===== config.mk =====
export PLATFORM = sky130hd
export DESIGN_NAME = reg_bank
export DESIGN_NICKNAME = d
export VERILOG_FILES = /design/src/rtl/reg_bank.sv
export SDC_FILE = /design/constraint.sdc
export NUM_CORES = 2
export LEC_CHECK = 0
export BUFFER_PORTS_ARGS = -buffer_cell sky130_fd_sc_hd__buf_4
export CAP_MARGIN = 20
export CELL_PAD_IN_SITES_DETAIL_PLACEMENT = 1
export CELL_PAD_IN_SITES_GLOBAL_PLACEMENT = 2
export CORE_MARGIN = 5
export CORE_UTILIZATION = 40
export CTS_CLUSTER_SIZE = 40
export DETAILED_ROUTE_END_ITERATION = 7
export PLACE_DENSITY_LB_ADDON = 0.15
export SLEW_MARGIN = 5
export SYNTH_ARGS = -nofsm -noshare
export SYNTH_HDL_FRONTEND = slang
export SYNTH_SLANG_ARGS = --single-unit

===== constraint.sdc =====
create_clock -name clk -period 3.04 [get_ports clk]
set_input_delay 0.608 -clock clk [delete_from_list [all_inputs] [get_ports clk]]
set_output_delay 0.608 -clock clk [all_outputs]
set_load 0.005 [all_outputs]

===== src/rtl/reg_bank.sv =====
// General-purpose register file: 2**ADDR_W words, r0 hardwired to zero,
// two combinational read ports with write-through bypass, one synchronous write port.
module reg_bank #(
  parameter int DATA_W = 32,
  parameter int ADDR_W = 5
) (
  input  logic              clk,
  input  logic              rst_n,
  input  logic [ADDR_W-1:0] RA1,
  input  logic [ADDR_W-1:0] RA2,
  output logic [DATA_W-1:0] RD1,
  output logic [DATA_W-1:0] RD2,
  input  logic [ADDR_W-1:0] WA,
  input  logic [DATA_W-1:0] WD,
  input  logic              RegWrite
);

  localparam int NREG  = 2 ** ADDR_W;
  localparam int NPORT = 2;

  logic [NREG-1:0][DATA_W-1:0]  mem_q, mem_d;
  logic [NPORT-1:0][ADDR_W-1:0] ra;
  logic [NPORT-1:0][DATA_W-1:0] rd;
  logic                         wr_en;

  // Reset wins over a same-cycle write; r0 is never written so it stays zero.
  assign wr_en = rst_n && RegWrite && (WA != '0);

  always_comb begin
    mem_d = mem_q;
    if (!rst_n) begin
      mem_d = '0;
    end else if (wr_en) begin
      mem_d[WA] = WD;
    end
  end

  always_ff @(posedge clk) begin
    mem_q <= mem_d;
  end

  assign ra[0] = RA1;
  assign ra[1] = RA2;

  // Bypass hands a same-cycle consumer the value about to be written.
  always_comb begin
    rd = '0;
    for (int p = 0; p < NPORT; p++) begin
      if (ra[p] == '0)
        rd[p] = '0;
      else if (wr_en && (WA == ra[p]))
        rd[p] = WD;
      else
        rd[p] = mem_q[ra[p]];
    end
  end

  assign RD1 = rd[0];
  assign RD2 = rd[1];

endmodule


# [Word-level counts from Yosys, hierarchy flattened]
# Index checks and enable logic that the tools add are counted.
[totals] input_bits=50 register_bits=1024
[op_classes] magnitude_cmp=4 eq_ne=2 muxes=11 n_reduce_logical=8
[ops] cell="bitwise mux 1024 bit" count=1
[ops] cell="binary-select mux 32 bit (select 5 bit)" count=2
[ops] cell="2-to-1 mux 32 bit" count=7
[ops] cell="demux 32 bit (select 5 bit)" count=1
[ops] cell="less-than comparator 5 x 6 -> 1 bit (second input constant)" count=3
[ops] cell="equality test 5 bit" count=2
[ops] cell="logical NOT 5 bit" count=2
[ops] cell=">= comparator 5 x 1 -> 1 bit (second input constant)" count=1
[ops] cell="logical AND 1 bit" count=5
[ops] cell="nonzero test 5 bit" count=1

# [Longest topological paths before layout]
[logic_depth] word_depth=5 ltp_mapped=10 mapped_depth_nobuf=5

# [Least setup slack after synthesis]
# No wires, ideal clock.
[synth_timing] kind="input to output" start="input RA2[2]" end="output RD2[14]" path_stages=9 required_time_ns=2.432 n_path_buf=4 setup_slack_ns=0.132 arrival_time_ns=2.300 cell_sequence="buf_2 > buf_4 > buf_2 > clkbuf_1 > mux4_2 > mux2i_1 > nor2_1 > a311oi_1 > a21oi_1"
[synth_between] elab_chain_len=4 word_cells_on_any_way=7 cone_classes="eq/ne: 1; mux: 4; reduce/logical: 2"
[synth_rtl] item="start, declared" line_no="10" source="input logic [ADDR_W-1:0] RA2,"
[synth_rtl] item="binary-select mux 32 bit (select 5 bit) / equality test 5 bit (equally long branches)" line_no="54, 51"
[synth_rtl] item="2-to-1 mux 32 bit (not written as such) / logical AND 1 bit (equally long branches)" line_no="54, 51"
[synth_rtl] item="2-to-1 mux 32 bit" line_no="51" source="else if (wr_en && (WA == ra[p]))"
[synth_rtl] item="2-to-1 mux 32 bit *" line_no="49" source="if (ra[p] == '0)"
[synth_rtl] item="end, declared" line_no="12" source="output logic [DATA_W-1:0] RD2,"
# Mark *: on every way between the ends. The rest lies on a longest branch, timed or not. The select of a mux whose other input is x is not followed.

# [Worst setup path in the final report]
[layout_timing] start="input RA2[0]" end="output RD2[7]"
# Same word-level chain as after synthesis.

==> parameters.txt <==
Parameter                              Value

Status
  Violations in the final reports    negative setup slack
  Run status    complete, but fails checks

Routing
  Number of DRC markers after the initial detailed-route iteration    ~6,000
  Via count    between 50,000 and 60,000
  Post-route DRC    0
  Total Routed Length    approximately 300,000 µm
  Via/cell ratio    6.331
  Number of detailed-route iterations in the first pass    7
  Antenna-violating nets left    0
  Routed WL per cell    33.90 µm

STA
  Max Clock Skew    0 ns
  Final worst-path setup slack    -0.4690 ns
  Setup TNS    -18.22 ns
  Slew at the pin closest to its max-slew limit    roughly 1.2 ns
  Top achievable clock speed    approximately 280 MHz
  Unrepaired setup endpoints after global routing    yes
  Final period demand of the worst path    between 3 and 4 ns
  Setup violation total in the final timing report    64
  Share of the clock period used by the worst path    115.4%
  Hold Worst Slack    0.2160 ns
  Pins over their slew limit    0
  Worst slew slack as a fraction of its limit    between 10% and 20%
  Final Hold Fails    0

Yosys
  Largest area contributor in the synthesized netlist    sky130_fd_sc_hd__dfxtp_1
  Synthesized area per cell    between 8 and 9 µm²
  Number of standard cells after synthesis    6,286
  Mapped Area    0.05572 mm²
  Ys async rst share    0%
  Fraction of post-synthesis cell area in the top cell type by area    between 30% and 40%
  Leading post-synthesis cells by cell area    sky130_fd_sc_hd__dfxtp_1, sky130_fd_sc_hd__nand2_1, sky130_fd_sc_hd__mux4_2, sky130_fd_sc_hd__a21boi_0, sky130_fd_sc_hd__mux2i_1
  Synth Warn #    0
  Most used flip-flop cell after synthesis    sky130_fd_sc_hd__dfxtp_1
  EDFF count, synth    0
  Synth cell types    76
  Synthesized netlist net count    roughly 6,300
  Number of synthesized register bits    a little over 1,000
  Portion of the post-synthesis area used by sequential elements    36.79%

Global routing
  GR Overflow Total    0
  Largest net degree at the start of global routing    around 230
  Aggregate global-route resource usage    about two fifths
  Initial antenna violation count    16
  Wire length of the first global-routing pass    roughly 410,000 µm
  Number of global-route vias before repair    56,150

Setup path
  Worst setup slack for register-to-register paths    ~2.3 ns
  List of cells traversed by the critical path    buf_16, buf_16, buf_4, buf_12, mux2i_1, a221oi_2, o21ai_2, a21o_1, o211ai_1, buf_4
  Biggest fanout along the worst timing path    12
  Critical register-to-register path endpoint    mem_q[609]$_SDFFE_PN0P_
  Longest individual stage delay on the worst path    ~0.57 ns
  Register-to-Register Path Depth    3
  Crit path kind    in -> out
  Arrival time worst endpoint    approximately 2.9 ns
  CP max-delay cell    sky130_fd_sc_hd__o211ai_1
  Source of the worst register-to-register timing path    mem_q[609]$_SDFFE_PN0P_
  CP Launch Type    primary input
  Cell family with the largest share of critical-path delay    compound AO/OA/AOI/OAI gates
  Count of buffer and inverter cells on the critical path    5
  Worst Path Required    between 2 and 2.5 ns
  Endpoint type of the worst setup path    output port
  Number of cells on the critical path    10

Clock tree
  TritonCTS clock tree    done
  Count of hold buffers inserted by post-cts repair    0
  Root Driver    sky130_fd_sc_hd__clkbuf_16
  TritonCTS Sinks    about 1,000
  Clock-pin slew on the worst setup and hold paths    about 0.06 ns
  H-tree level count    4
  Maximum clock insertion buffer count    3
  Clock latency on the worst-skew pair    between 0.7 and 0.8 ns
  Number of CTS-inserted buffers    130

Die
  Starting density of the core    roughly two fifths
  Die boundary height    around 380 µm
  Core region area    between 0.1 and 0.15 mm²
  Num ports    roughly 110
  Cell Rows    approximately 140
  Full die area    about 0.15 mm²
  Horizontal die dimension    around 380 µm

Job
  Number of max-cap violations    0

Final layout
  Layout Nets    between 6,000 and 7,000
  Max FFs per register    about 1,000
  Cell Count, Final, Fillers Out    ~8,700
  Area Growth Syn to Fin    31.17%
  Most common cell after layout, fill and taps aside    sky130_fd_sc_hd__nand2_1
  Register name with the most flops    mem_q
  Share of cells above drive strength 1    30.57%
  Leading registers by flop count    mem_q x1024
  Highest-count cells in the layout ignoring fill and taps    sky130_fd_sc_hd__nand2_1, sky130_fd_sc_hd__dfxtp_1, sky130_fd_sc_hd__a21boi_0

Pwr
  Static leakage    approximately 26 nW
  Switching power    just over 9 mW
  Max VDD drop    between 0.4 and 0.5 mV
  Power share of the sequential group    39.7%
  Design internal power    between 20 and 25 mW
  Total design power    about 34 mW
  Clock network fraction of design power    a little under half
  Portion of total power attributed to combinational logic    a little over an eighth
  Switching share of power    26.95%
  Power density cells    466.1 mW/mm²

Placed design
  Post-Place Cells    between 8,000 and 9,000
  Half-perimeter wire length of the detailed placement result    approximately 190,000 µm
  Routability Congestion    roughly 0.93
  IO Port Bufs    roughly 110
  Post-Place Worst Slack    -1.035 ns

Min path
  Number of cells on the worst hold path    3
  Endpoint with the worst hold slack    mem_q[482]$_SDFFE_PN0P_
  Start point of the worst hold path    WD[2]
  Worst min path class    in -> reg
cell usage after synthesis (16+ instances only):
cell                        count
sky130_fd_sc_hd__a2111oi_0     22
sky130_fd_sc_hd__a211oi_1      16
sky130_fd_sc_hd__a21boi_0     903
sky130_fd_sc_hd__a21boi_1      89
sky130_fd_sc_hd__a21oi_1       40
sky130_fd_sc_hd__a221o_1       24
sky130_fd_sc_hd__a221oi_1      69
sky130_fd_sc_hd__a22oi_1       57
sky130_fd_sc_hd__a311oi_1      18
sky130_fd_sc_hd__and2_1        35
sky130_fd_sc_hd__buf_2        105
sky130_fd_sc_hd__buf_4         56
sky130_fd_sc_hd__buf_6         33
sky130_fd_sc_hd__clkbuf_1     445
sky130_fd_sc_hd__dfxtp_1     1024
sky130_fd_sc_hd__mux2_2        81
sky130_fd_sc_hd__mux2i_1      330
sky130_fd_sc_hd__mux4_2       317
sky130_fd_sc_hd__nand2_1     2102
sky130_fd_sc_hd__nor2_1       116
sky130_fd_sc_hd__nor3_1        34
sky130_fd_sc_hd__nor4_1        21
sky130_fd_sc_hd__o211ai_1      21
sky130_fd_sc_hd__o21ai_0       61
sky130_fd_sc_hd__o22ai_1       70
cell type report:
cell class                      count  area (µm²)
Fill cell                       15240       65930
Antenna cell                        6       15.01
Clock inverter                     32       311.5
Clock buffer                      199        3983
Timing Repair Buffer              987       10730
Tap cell                         1876        2347
Inverter                            7       28.78
Multi-Input combinational cell   4595       35070
Sequential cell                  1024       20600
cells by family (layout without fill, tap and decap cells):
logic type | Yosys count | after routing | synth area share (%)
muxes | 739 | 739 | 20.89
xor gates and xnor gates | 10 | 10 | 0.1572
and+or+nand+nor | 2393 | 2393 | 16.90
AOI/OAI and AO/OA | 1453 | 1453 | 19.53
DFF | 1024 | 1024 | 36.79
buffers and inverters | 667 | 1225 | 5.731
other | 0 | 6 | 0
stage by stage:
step,util (%),cell area [µm²]
CTS,51.73,71910
global placement,45.29,62970
finish,52.57,73090
global route,52.57,73080
detailed placement,45.31,62990
floorplan,-,55720
per-layer routing:
layer	GRT usage [%]	vias to the layer above	share of wire, %
met5	0	-	0.019
met4	25.18	8	7.8
met3	8.006	949	9.5
met2	60.06	3025	44
met1	49.82	28320	39
li1	-	22950	-
worst max-delay path by stage:
stage | startpoint | endpoint | slack (ns)
global placement | RA1[0] | RD1[23] | -1.97
global route | RA2[0] | RD2[7] | -0.50
floorplan | RA2[2] | RD2[14] | 0.13
finish | RA2[0] | RD2[7] | -0.47
CTS | mem_q[631]$_SDFFE_PN0P_ | RD1[23] | -0.48
detailed placement | RA1[0] | RD1[23] | -1.03
worst register-to-register path, stage by stage, from the launching register on:
cell	delay [ns]
sky130_fd_sc_hd__dfxtp_2	0.34
sky130_fd_sc_hd__buf_4	0.11
sky130_fd_sc_hd__nand2_1	0.04
sky130_fd_sc_hd__a21boi_0	0.21
timing repair:
| item | 4_1_cts | 5_1_grt |
|---|---|---|
| cloned | 20 | 4 |
| gates resized for setup | 676 | 247 |
| endpoints found under the setup margin | 64 | 64 |
| setup buffers | 149 | 72 |
| pin swaps | 169 | 151 |
power groups by stage:
| stage | clock [mW] | sequential [mW] | combinational (mW) |
|---|---|---|---|
| after global placement | 0 | 13.8 | 3.73 |
| after detailed placement | 0 | 13.8 | 3.75 |
| final | 15.9 | 13.5 | 4.68 |
| after floorplan | 0 | 13.8 | 1.81 |
| after CTS | 16.0 | 13.5 | 4.40 |
| after global routing | 16.5 | 13.5 | 4.73 |
Power figures use the tool's default switching activity.
